### src/rtl/vc_pkg.sv
// Shared types for the value-change player: event record, FSM states and default widths.
package vc_pkg;

    localparam int VC_DW    = 8;
    localparam int VC_TW    = 16;
    localparam int VC_DEPTH = 4;

    typedef struct packed {
        logic             last;
        logic [VC_TW-1:0] delta;
        logic [VC_DW-1:0] value;
    } vc_event_t;

    typedef enum logic [1:0] {
        IDLE,
        RUN,
        DONE
    } vc_state_e;

endpackage

### src/rtl/vc_fifo.sv
// Synchronous event FIFO with flush; head is the oldest entry, valid whenever empty_o is low.
module vc_fifo
    import vc_pkg::*;
#(
    parameter type T     = vc_event_t,
    parameter int  DEPTH = VC_DEPTH
) (
    input  logic                     clk,
    input  logic                     rst,
    input  logic                     push_i,
    input  logic                     pop_i,
    input  logic                     flush_i,
    input  T                         din_i,
    output logic                     full_o,
    output logic                     empty_o,
    output logic [$clog2(DEPTH):0]   level_o,
    output T                         head_o
);

    localparam int AW = $clog2(DEPTH);
    localparam int LW = AW + 1;

    T                mem_q [DEPTH];
    logic [AW-1:0]   wr_q;
    logic [AW-1:0]   rd_q;
    logic [LW-1:0]   cnt_q;
    logic            do_push;
    logic            do_pop;

    assign full_o  = (cnt_q == LW'(DEPTH));
    assign empty_o = (cnt_q == '0);
    assign level_o = cnt_q;
    assign head_o  = mem_q[rd_q];

    assign do_push = push_i && !full_o;
    assign do_pop  = pop_i && !empty_o;

    // Storage needs no reset: an entry is only observed after it has been written.
    always_ff @(posedge clk) begin
        if (do_push && !rst && !flush_i) begin
            mem_q[wr_q] <= din_i;
        end
    end

    always_ff @(posedge clk) begin
        if (rst || flush_i) begin
            wr_q  <= '0;
            rd_q  <= '0;
            cnt_q <= '0;
        end else begin
            if (do_push) begin
                wr_q <= wr_q + 1'b1;
            end
            if (do_pop) begin
                rd_q <= rd_q + 1'b1;
            end
            case ({do_push, do_pop})
                2'b10:   cnt_q <= cnt_q + 1'b1;
                2'b01:   cnt_q <= cnt_q - 1'b1;
                default: cnt_q <= cnt_q;
            endcase
        end
    end

endmodule

### src/rtl/vc_player.sv
// Value-change playback transmitter: replays buffered {delta, value, last} events onto wave_out
// so each value lands exactly delta cycles after the previous change.
module vc_player
    import vc_pkg::*;
#(
    parameter int             DW       = VC_DW,
    parameter int             TW       = VC_TW,
    parameter int             DEPTH    = VC_DEPTH,
    parameter logic [DW-1:0]  INIT_VAL = '0
) (
    input  logic                     clk,
    input  logic                     rst,
    input  logic                     start,
    input  logic                     stop,
    input  logic                     ev_valid,
    output logic                     ev_ready,
    input  logic [TW-1:0]            ev_delta,
    input  logic [DW-1:0]            ev_value,
    input  logic                     ev_last,
    output logic [DW-1:0]            wave_out,
    output logic                     wave_chg,
    output logic                     busy,
    output logic                     done,
    output logic                     underrun,
    output logic [$clog2(DEPTH):0]   level
);

    typedef struct packed {
        logic          last;
        logic [TW-1:0] delta;
        logic [DW-1:0] value;
    } ev_t;

    vc_state_e      state_q;
    logic [TW-1:0]  timer_q;
    logic [DW-1:0]  wave_q;
    logic           chg_q;
    logic           under_q;
    logic           stall_q;

    ev_t            head;
    ev_t            din;
    logic           fifo_full;
    logic           fifo_empty;
    logic [TW-1:0]  d_eff;
    logic           apply;
    logic           push;

    assign din      = '{last: ev_last, delta: ev_delta, value: ev_value};
    assign ev_ready = !fifo_full;
    assign push     = ev_valid && ev_ready;

    // A zero delta still costs one cycle; after an underrun stall the head goes out as soon as it exists.
    assign d_eff = (head.delta == '0) ? TW'(1) : head.delta;
    assign apply = (state_q == RUN) && !stop && !fifo_empty &&
                   (stall_q || (timer_q >= d_eff - TW'(1)));

    vc_fifo #(
        .T     (ev_t),
        .DEPTH (DEPTH)
    ) u_fifo (
        .clk     (clk),
        .rst     (rst),
        .push_i  (push),
        .pop_i   (apply),
        .flush_i (stop),
        .din_i   (din),
        .full_o  (fifo_full),
        .empty_o (fifo_empty),
        .level_o (level),
        .head_o  (head)
    );

    always_ff @(posedge clk) begin
        if (rst) begin
            state_q <= IDLE;
            timer_q <= '0;
            wave_q  <= INIT_VAL;
            chg_q   <= 1'b0;
            under_q <= 1'b0;
            stall_q <= 1'b0;
        end else if (stop) begin
            state_q <= IDLE;
            timer_q <= '0;
            wave_q  <= INIT_VAL;
            chg_q   <= 1'b0;
            under_q <= 1'b0;
            stall_q <= 1'b0;
        end else begin
            chg_q <= 1'b0;
            case (state_q)
                IDLE: begin
                    if (start) begin
                        state_q <= RUN;
                        timer_q <= '0;
                        stall_q <= 1'b0;
                    end
                end
                RUN: begin
                    if (apply) begin
                        wave_q  <= head.value;
                        chg_q   <= 1'b1;
                        timer_q <= '0;
                        stall_q <= 1'b0;
                        if (head.last) begin
                            state_q <= DONE;
                        end
                    end else if (fifo_empty) begin
                        // Nothing to play: the minimum one-cycle gap has elapsed, so this is an underrun.
                        stall_q <= 1'b1;
                        under_q <= 1'b1;
                    end else if (!stall_q) begin
                        timer_q <= timer_q + TW'(1);
                    end
                end
                DONE: begin
                    if (start) begin
                        state_q <= RUN;
                        timer_q <= '0;
                        under_q <= 1'b0;
                        stall_q <= 1'b0;
                    end
                end
                default: begin
                    state_q <= IDLE;
                end
            endcase
        end
    end

    assign wave_out = wave_q;
    assign wave_chg = chg_q;
    assign busy     = (state_q == RUN);
    assign done     = (state_q == DONE);
    assign underrun = under_q;

endmodule

### config.mk
export PLATFORM = sky130hd
export DESIGN_NAME = vc_player
export DESIGN_NICKNAME = d
export VERILOG_FILES = /design/src/rtl/vc_pkg.sv /design/src/rtl/vc_fifo.sv /design/src/rtl/vc_player.sv
export SDC_FILE = /design/constraint.sdc
export NUM_CORES = 1
export LEC_CHECK = 0
export BUFFER_PORTS_ARGS = -buffer_cell sky130_fd_sc_hd__buf_2
export CORE_MARGIN = 3
export CORE_UTILIZATION = 40
export DETAILED_ROUTE_END_ITERATION = 6
export PLACE_DENSITY = 0.54
export SLEW_MARGIN = 10
export SYNTH_ARGS = -nofsm -noshare
export SYNTH_HDL_FRONTEND = slang
export SYNTH_SLANG_ARGS = --single-unit
### constraint.sdc
create_clock -name clk -period 6.65 [get_ports clk]
set_input_delay 0 -clock clk [delete_from_list [all_inputs] [get_ports clk]]
set_output_delay 0 -clock clk [all_outputs]
set_load 0.02 [all_outputs]
Yosys cells after proc, flatten, opt, wreduce, memory -nomap -nowiden
Memory sizes are Yosys's and may differ from the RTL's. A register that Yosys moved wholly into a read port is not among the register bits. Cells that the tools add are included. W data, S select, Z words.

Register bits after elaboration: 36. RAM bits: 100. Input port bits: 30. Logic and storage cells: 82. Memories kept: 1.

Add/subtract/negate cells: 6. $lt $le $gt $ge: 1. Eq/ne operators: 14. Multiplexer cells: 22. Bitwise logic cells: 1. Reductions and logical operators: 28.

Memories: u_fifo.mem_q (depth 4, width 25, rd ports 1, clocked after memory_dff 1, write ports 1, RTL line vc_fifo.sv:23) `T mem_q [DEPTH];`.

Operators by type and width (number): $mux W16 (5); $pmux W16 S2 (1); $add A16 B1 Y16 const B (1); $ge A16 B16 Y1 (1); $logic_not A16 Y1 (1); $sub A16 B1 Y16 const B (1); $mux W2 (5); $logic_and A1 B1 Y1 (8); $ne A2 B1 Y1 const B (4); $reduce_and A4 Y1 (2); $mux W1 (7); $ne A3 B2 Y1 const B (2); $pmux W3 S2 (1); $reduce_and A3 Y1 (2); $reduce_bool A2 Y1 (3); $add A2 B1 Y2 const B (2); $eq A2 B1 Y1 const B (2); $eq A2 B2 Y1 const B (2); $logic_not A1 Y1 (4); $ne A2 B2 Y1 const B (2); $pmux W1 S2 (2); $pmux W2 S2 (1); $reduce_or A2 Y1 (2); $add A3 B1 Y3 const B (1); other kinds (9) (10).

Longest topological paths before layout
Gate-level depths: netlist of the first run.

Depth after elaboration: 9. Gate-level depth with buffers: 25. Depth with buffers taken out: 22.

Modules after synthesis
A second synthesis of the first run with hierarchy kept.

Cell total of the unflattened synthesis: 416. Area total of the unflattened synthesis: 6015.8 um2.

By module, submodules not included: vc_fifo (times used 1, cells an instance 186, area an instance 4085.2 um2); vc_player (times used 1, cells an instance 230, area an instance 1930.6 um2).

Worst setup path after synthesis of the first run
No wires, ideal clock.

Kind: register -> register. Start point: reg (tool-made name). End point: reg u_fifo.cnt_q[2], in the netlist u_fifo.level_o[2]. Library setup time: 0.070 ns. Data arrival time: 5.016 ns. Path slack: 1.564 ns. Cell stages (with the launch flop): 26. Path buffers: 4. Clock period less this slack: 5.086 ns. Path through: dfxtp_1 -> buf_6 -> buf_12 -> buf_2 -> mux2_2 -> nand4b_1 -> nor2_4 -> a21oi_1 -> ha_1 -> nor3b_2 -> nand2_1 -> or3_1 -> xor2_1 -> ha_1 -> nand2_1 -> nor2_1 -> o211ai_1 -> o21a_1 -> clkbuf_1 -> nor3_1 -> ha_1 -> inv_1 -> fa_1 -> xor2_1 -> or3_1 -> a21oi_1.

RTL lines: end signal, assigned (RTL line vc_fifo.sv:58) `2'b10: cnt_q <= cnt_q + 1'b1;`; end signal, assigned (RTL line vc_fifo.sv:59) `2'b01: cnt_q <= cnt_q - 1'b1;`; end signal, assigned (RTL line vc_fifo.sv:60) `default: cnt_q <= cnt_q;`; end, declared (RTL line vc_fifo.sv:26) `logic [LW-1:0] cnt_q;`.

==> qor.yml, run 1 <==
status: "complete, no violations"
postSynthAreaPerCell_sq_um: 13.9
wire_per_inst_microns: 17.9
synthArstFlopShare: 0
n_fill_cell: 1274
cap_violations: 0
via_per_inst: 5.51
critical_path.cell_chain: "mux4_1 > nor4_2 > nand4b_1 > nor2_4 > a21oi_1 > ha_1 > nor3b_2 > and2_1 > nand3_1 > xor2_1 > ha_1 > nand2_1 > o21ai_0 > a21oi_1 > o21a_1 > buf_4 > nand4_1 > o41ai_1"
path_clk_slew_ns: 0.06
die_area_sq_um: 16900
area_growth_pct: 20.9
syn_area_sq_um: 6160
initial_core_util: 0.416
setup_viol: 0
port_buffers: 45
rsz0062_at_grt: "false"
relSlewSlack: 0.172
hold_violations: 0
cts_root_buf: "clkbuf_16"
p_leak_uw: 0.00255
h-tree-depth: 4
post_cts_buffers: 0
worstPathArrival_ns: 5.93
start_kind: "flop"
grt_antenna_before_repair: 0
syn_inst: 444
numCtsBuffers: 17
dpl.hpwl_mm: 8.50
ant_nets: 0
crit_family: "simple AND/OR/NAND/NOR gates"
ys_seq_area_frac: 0.611
yosysTopAreaCell: "edfxtp_1"
ys_warn_count: 0
final_nets: 576
fmax_ghz: 0.177
synth.area.top_cells: "edfxtp_1 49%, dfxtp_1 12%, mux4_2 5.9%"
critPathKind: "flop to flop"
die_y_microns: 130
diodes: 0
final.setup.tns_ns: 0
cp_max_fo: 23
routabilityCongestion: 0.811
track_usage: 0.162
drt_iter0_markers: 284
period_share: 0.848
fin_area_sq_um: 7440
finalMaxSlewViolations: 0
cp_slowest_stage_delay_ns: 0.85
p_per_area_nw_per_um2: 267
postPlaceCellArea_sq_um: 6560
max_slew.worst_pin.slew_ns: 1.22
drive_above_1_share: 0.215
drcViolationCount: 0
yosysMostFrequentCell: "edfxtp_1"
required_ns: 6.94
grt-ovfl-total: 0
synth_top_area_frac: 0.488
vdd_drop_max_mv: 0.301
finalCriticalPeriod_ns: 5.64
die_x_microns: 130
path_buf_inv: 1
hp-class: "primary input to flop"
grt_pass1_wl_mm: 20.8
end_kind: "flop"
ys_ff_latch: 138
cts_tree: "built"
finalWirelength_mm: 12.9
cpMaxStageDelayCell: "dfxtp_1"
fin_skew_ns: 0.0160
floorplan.rows: 44
synthTopCellsByCount: "100 x edfxtp_1, 38 x dfxtp_1, 29 x a21oi_1"
core_area_sq_um: 14800
vias: 3959
synth_nets: 498
grt_pass1_vias: 3837
dr.pass1.iters: 5
grt_max_degree: 26
clock_path_buffers: 2
synth_edf_count: 100
synthFlopType: "edfxtp_1"
clock-sinks: 138
ys_types: 57
ios: 46
worstSkewPairLatency_ns: 0.42
-- sequential cells by signal, summed over array words and instances (netlist names), 2 cells and up, named ones only --
| name | flops |
|---|---|
| state_q | 2 |
| timer_q | 16 |
| u_fifo.level_o | 3 |
| u_fifo.mem_q | 100 |
| u_fifo.rd_q | 2 |
| u_fifo.wr_q | 2 |
| wave_out | 8 |
-- cells by family (layout without fill, tap and decap cells) --
logic type | after synthesis | in the layout | share of synthesized area
AO/OA/AOI/OAI | 98 | 98 | 0.0996
XOR/XNOR | 12 | 12 | 0.0171
adder cells (fa/ha/maj) | 24 | 24 | 0.0500
buffers and inverters | 31 | 122 | 0.0234
flip-flops | 138 | 138 | 0.611
multiplexers | 27 | 27 | 0.0977
AND/OR/NAND/NOR | 114 | 114 | 0.101
-- cell usage in the layout (no fill, tap or decap), types with 5 or more instances in the layout --
master	n
edfxtp_1	100
buf_2	45
dfxtp_1	38
a21oi_1	29
dlygate4sd3_1	26
nand2_1	23
o21ai_0	23
ha_1	23
nor2_1	22
nand3_1	19
clkbuf_16	17
mux4_2	16
inv_1	14
o31ai_1	9
mux4_1	8
xnor2_1	8
o211ai_1	7
nand2b_1	6
nor3_1	6
or3_1	5
a31oi_1	5
inv_6	5
buf_4	5
-- metal layers --
| metal | global-route usage | up-vias | routed length (microns) |
|---|---|---|---|
| met4 | 0.0489 | 0 | 167 |
| met3 | 0.0434 | 12 | 453 |
| met1 | 0.223 | 1960 | 6070 |
| met2 | 0.254 | 84 | 6210 |
| met5 | 0 | - | 0 |
| li1 | - | 1903 | - |
-- area by class of cell --
type | instances | area (sq um) | area share
clock buffer | 18 | 439 | 0.0590
clock inverter | 14 | 181 | 0.0244
sequential | 138 | 3760 | 0.506
multi-input combinational | 275 | 2250 | 0.303
tap | 184 | 230 | 0.0309
inverter | 14 | 52.6 | 0.00706
timing repair buffer | 76 | 523 | 0.0703
-- report_power, final --
group	switching [uW]	internal, uW
clock network	376	608
logic	38.7	30.4
registers	3.52	930
total	418	1570
-- worst min-delay path, cell delays in order --
cell	delay (ns)
buf_2	0.09
and2_1	0.21
nand2_1	0.10
a21oi_1	0.05
-- worst paths after layout --
check,startpoint,to,slack [ns],cells past startpoint
max,flop,timer_q[12],1.01,18
min,ev_valid,u_fifo.wr_q[1],0.09,4
max reg2reg,flop,timer_q[12],1.01,18
min reg2reg,underrun,underrun,0.47,2
-- what timing repair did --
action	4_1_cts	5_1_grt
hold buffers	26	0
endpoints found under the setup margin	0	0
endpoints found under the hold margin	104	0
resized for setup	0	0
-- per-stage QoR --
step           instances  hold WS (ns)  power (uW)   util  worst slack [ns]
2_1_floorplan        444        0.0989         983      -              1.56
3_5_place_dp         661         0.219        1010  0.443              1.04
3_3_place_gp         661         0.209        1010  0.443              1.16
5_1_grt              719         0.114        2060  0.503             0.610
6_report             719        0.0870        1990  0.503              1.01
4_1_cts              719        0.0595        2010  0.503              1.01
Note: power is estimated with default switching activity, not from simulation.
==> run 2: changes to the inputs <==
==> constraint.sdc (replaced) <==
create_clock -name clk -period 5.8 [get_ports clk]
set_input_delay 0 -clock clk [delete_from_list [all_inputs] [get_ports clk]]
set_output_delay 0 -clock clk [all_outputs]
set_load 0.02 [all_outputs]
==> qor.yml, run 2 (synthesis results as in run 1) <==
path_clk_slew_ns: 0.06  # about the same
cts_root_buf: "clkbuf_16"  # unchanged
use_met3: 0.0397  # was 0.0434
cp_max_fo: 10  # was 23
port_buffers: 45  # unchanged
finalCriticalPeriod_ns: 5.37  # was 5.64 ns
largest_reg_flops: 100  # unchanged
layout_common_cells: "100 x edfxtp_1, 45 x buf_2, 38 x dfxtp_1"  # unchanged
vdd_drop_max_mv: 0.279  # was 0.301 mV
setup_viol: 0  # unchanged
floorplan.rows: 44  # unchanged
diodes: 0  # unchanged
finalMaxSlewViolations: 0  # unchanged
cp_slowest_stage_delay_ns: 0.58  # was 0.85 ns
die_x_microns: 130  # unchanged
crit_top_cell: "ha_1"
worstPathArrival_ns: 5.71  # was 5.93 ns
ios: 46  # unchanged
routabilityCongestion: 0.861  # was 0.811
ant_nets: 0  # unchanged
grt_use_met2: 0.253  # was 0.254
drcViolationCount: 0  # unchanged
start_kind: "flop"  # unchanged
met1_usage: 0.223  # about the same
end_kind: "flop"  # unchanged
required_ns: 6.14  # was 6.94 ns
dpl.hpwl_mm: 8.48  # was 8.50 mm
hold_violations: 0  # unchanged
finalWirelength_mm: 12.9  # about the same
via_per_inst: 5.46  # was 5.51
dr.pass1.iters: 4  # was 5
grt_pass1_wl_mm: 21.0  # was 20.8 mm
area_growth_pct: 21.0  # was 20.9%
period_share: 0.926  # was 0.848
clock-sinks: 138  # unchanged
drt_iter0_markers: 293  # was 284
max_slew.worst_pin.slew_ns: 1.13  # was 1.22 ns
cts_tree: "built"  # unchanged
postLayoutCoreUtil: 0.503  # about the same
grt_pass1_vias: 3978  # was 3,837
path_buf_inv: 2  # was 1
n_fill_cell: 1290  # was 1,274
whs_ns: 0.0778  # was 0.0870 ns
status: "complete, no violations"  # unchanged
critical_path.cell_chain: "buf_4 > mux4_2 > or3_4 > nor2_2 > and2_1 > a21oi_1 > ha_1 > nor3b_2 > and2_1 > nand3_1 > xor2_1 > ha_1 > nand2_1 > nor2_1 > o211ai_1 > o21a_1 > nor3_1 > ha_1 > inv_1 > fa_1 > xor2_1 > or3_1 > a21oi_1"  # was mux4_1 > nor4_2 > nand4b_1 > nor2_4 > a21oi_1 > ha_1 > nor3b_2 > and2_1 > nand3_1 > xor2_1 > ha_1 > nand2_1 > o21ai_0 > a21oi_1 > o21a_1 > buf_4 > nand4_1 > o41ai_1
fin_skew_ns: 0.00826  # was 0.0160 ns
die_area_sq_um: 16900  # unchanged
busiest_layer: "met2"  # unchanged
grt-ovfl-total: 0  # unchanged
cap_violations: 0  # unchanged
worstSkewPairLatency_ns: 0.42  # about the same
dp_slack_ns: 0.379  # was 1.04 ns
cpMaxStageDelayCell: "dfxtp_1"  # unchanged
h-tree-depth: 4  # unchanged
clock_path_buffers: 2  # unchanged
p_leak_uw: 0.00256  # was 0.00255 uW
wire_per_inst_microns: 17.8  # was 17.9 microns
dp_cells: 665  # was 661
critPathKind: "flop to flop"  # unchanged
setup_ws_ns: 0.428  # was 1.01 ns
relSlewSlack: 0.232  # was 0.172
top_register: "u_fifo.mem_q"  # unchanged
p_per_area_nw_per_um2: 299  # was 267 nW/um^2
cts_resized: 0  # unchanged
hp-class: "primary input to flop"  # unchanged
numCtsBuffers: 17  # unchanged
grt_antenna_before_repair: 0  # unchanged
initial_core_util: 0.416  # unchanged
rsz0062_at_grt: "false"  # unchanged
track_usage: 0.164  # was 0.162
final.setup.tns_ns: 0  # unchanged
fmax_ghz: 0.186  # was 0.177 GHz
grt_max_degree: 26  # unchanged
drive_above_1_share: 0.221  # was 0.215
core_area_sq_um: 14800  # unchanged
final_nets: 580  # was 576
vias: 3949  # was 3,959
crit_family: "simple AND/OR/NAND/NOR gates"  # unchanged
die_y_microns: 130  # unchanged
stdcell_count: 723  # was 719
final_common_cell: "edfxtp_1"  # unchanged
==> run 2: metal layers <==
| layer | up-vias | part of all wire |
|---|---|---|
| met5 | - | 0 |
| met4 | 0 | 0.022 |
| met3 | 19 | 0.035 |
| met2 | 76 | 0.47 |
| met1 | 1947 | 0.47 |
| li1 | 1907 | - |
==> run 2: path summary, 6_finish.rpt <==
kind            start           endpoint  slack, ns  depth (start not counted)
max reg2reg      flop  u_fifo.level_o[2]       0.43                         23
min reg2reg  underrun           underrun       0.47                          2
min          ev_valid     u_fifo.wr_q[1]       0.08                          4
max              flop  u_fifo.level_o[2]       0.43                         23
==> run 2: layout make-up <==
cell class	instances	area [sq um]	share of cell area
Timing Repair Buffer	80	553	0.0742
Multi-Input combinational cell	275	2250	0.302
Clock inverter	14	160	0.0215
Tap cell	184	230	0.0309
Clock buffer	18	439	0.0589
Sequential cell	138	3760	0.505
Inverter	14	52.6	0.00705
==> run 2: timing repair <==
| action | 4_1_cts | 5_1_grt |
|---|---|---|
| setup buffers | 0 | 0 |
| hold endpoints to repair | 104 | 0 |
| hold buffers | 26 | 0 |
==> run 2: power breakdown <==
| group | total [uW] | internal (uW) | switching, uW |
|---|---|---|---|
| registers | 1070 | 1070 | 4.03 |
| clock network | 1080 | 653 | 424 |
| logic | 79.9 | 35.2 | 44.6 |
| total | 2230 | 1750 | 473 |
==> run 2: per-stage QoR <==
stage	instance area, sq um	power (uW)
after floorplan	6160	1130
after global placement	6590	1160
after detailed placement	6590	1160
after CTS	7450	2250
after global routing	7450	2310
final	7450	2230
==> run 2: tightest hold or removal path: cells and delay by family <==
kind | cells | cell delay (ns)
AOI/OAI and AO/OA | 1 | 0.05
and+or+nand+nor | 2 | 0.30
buffers and inverters | 1 | 0.09
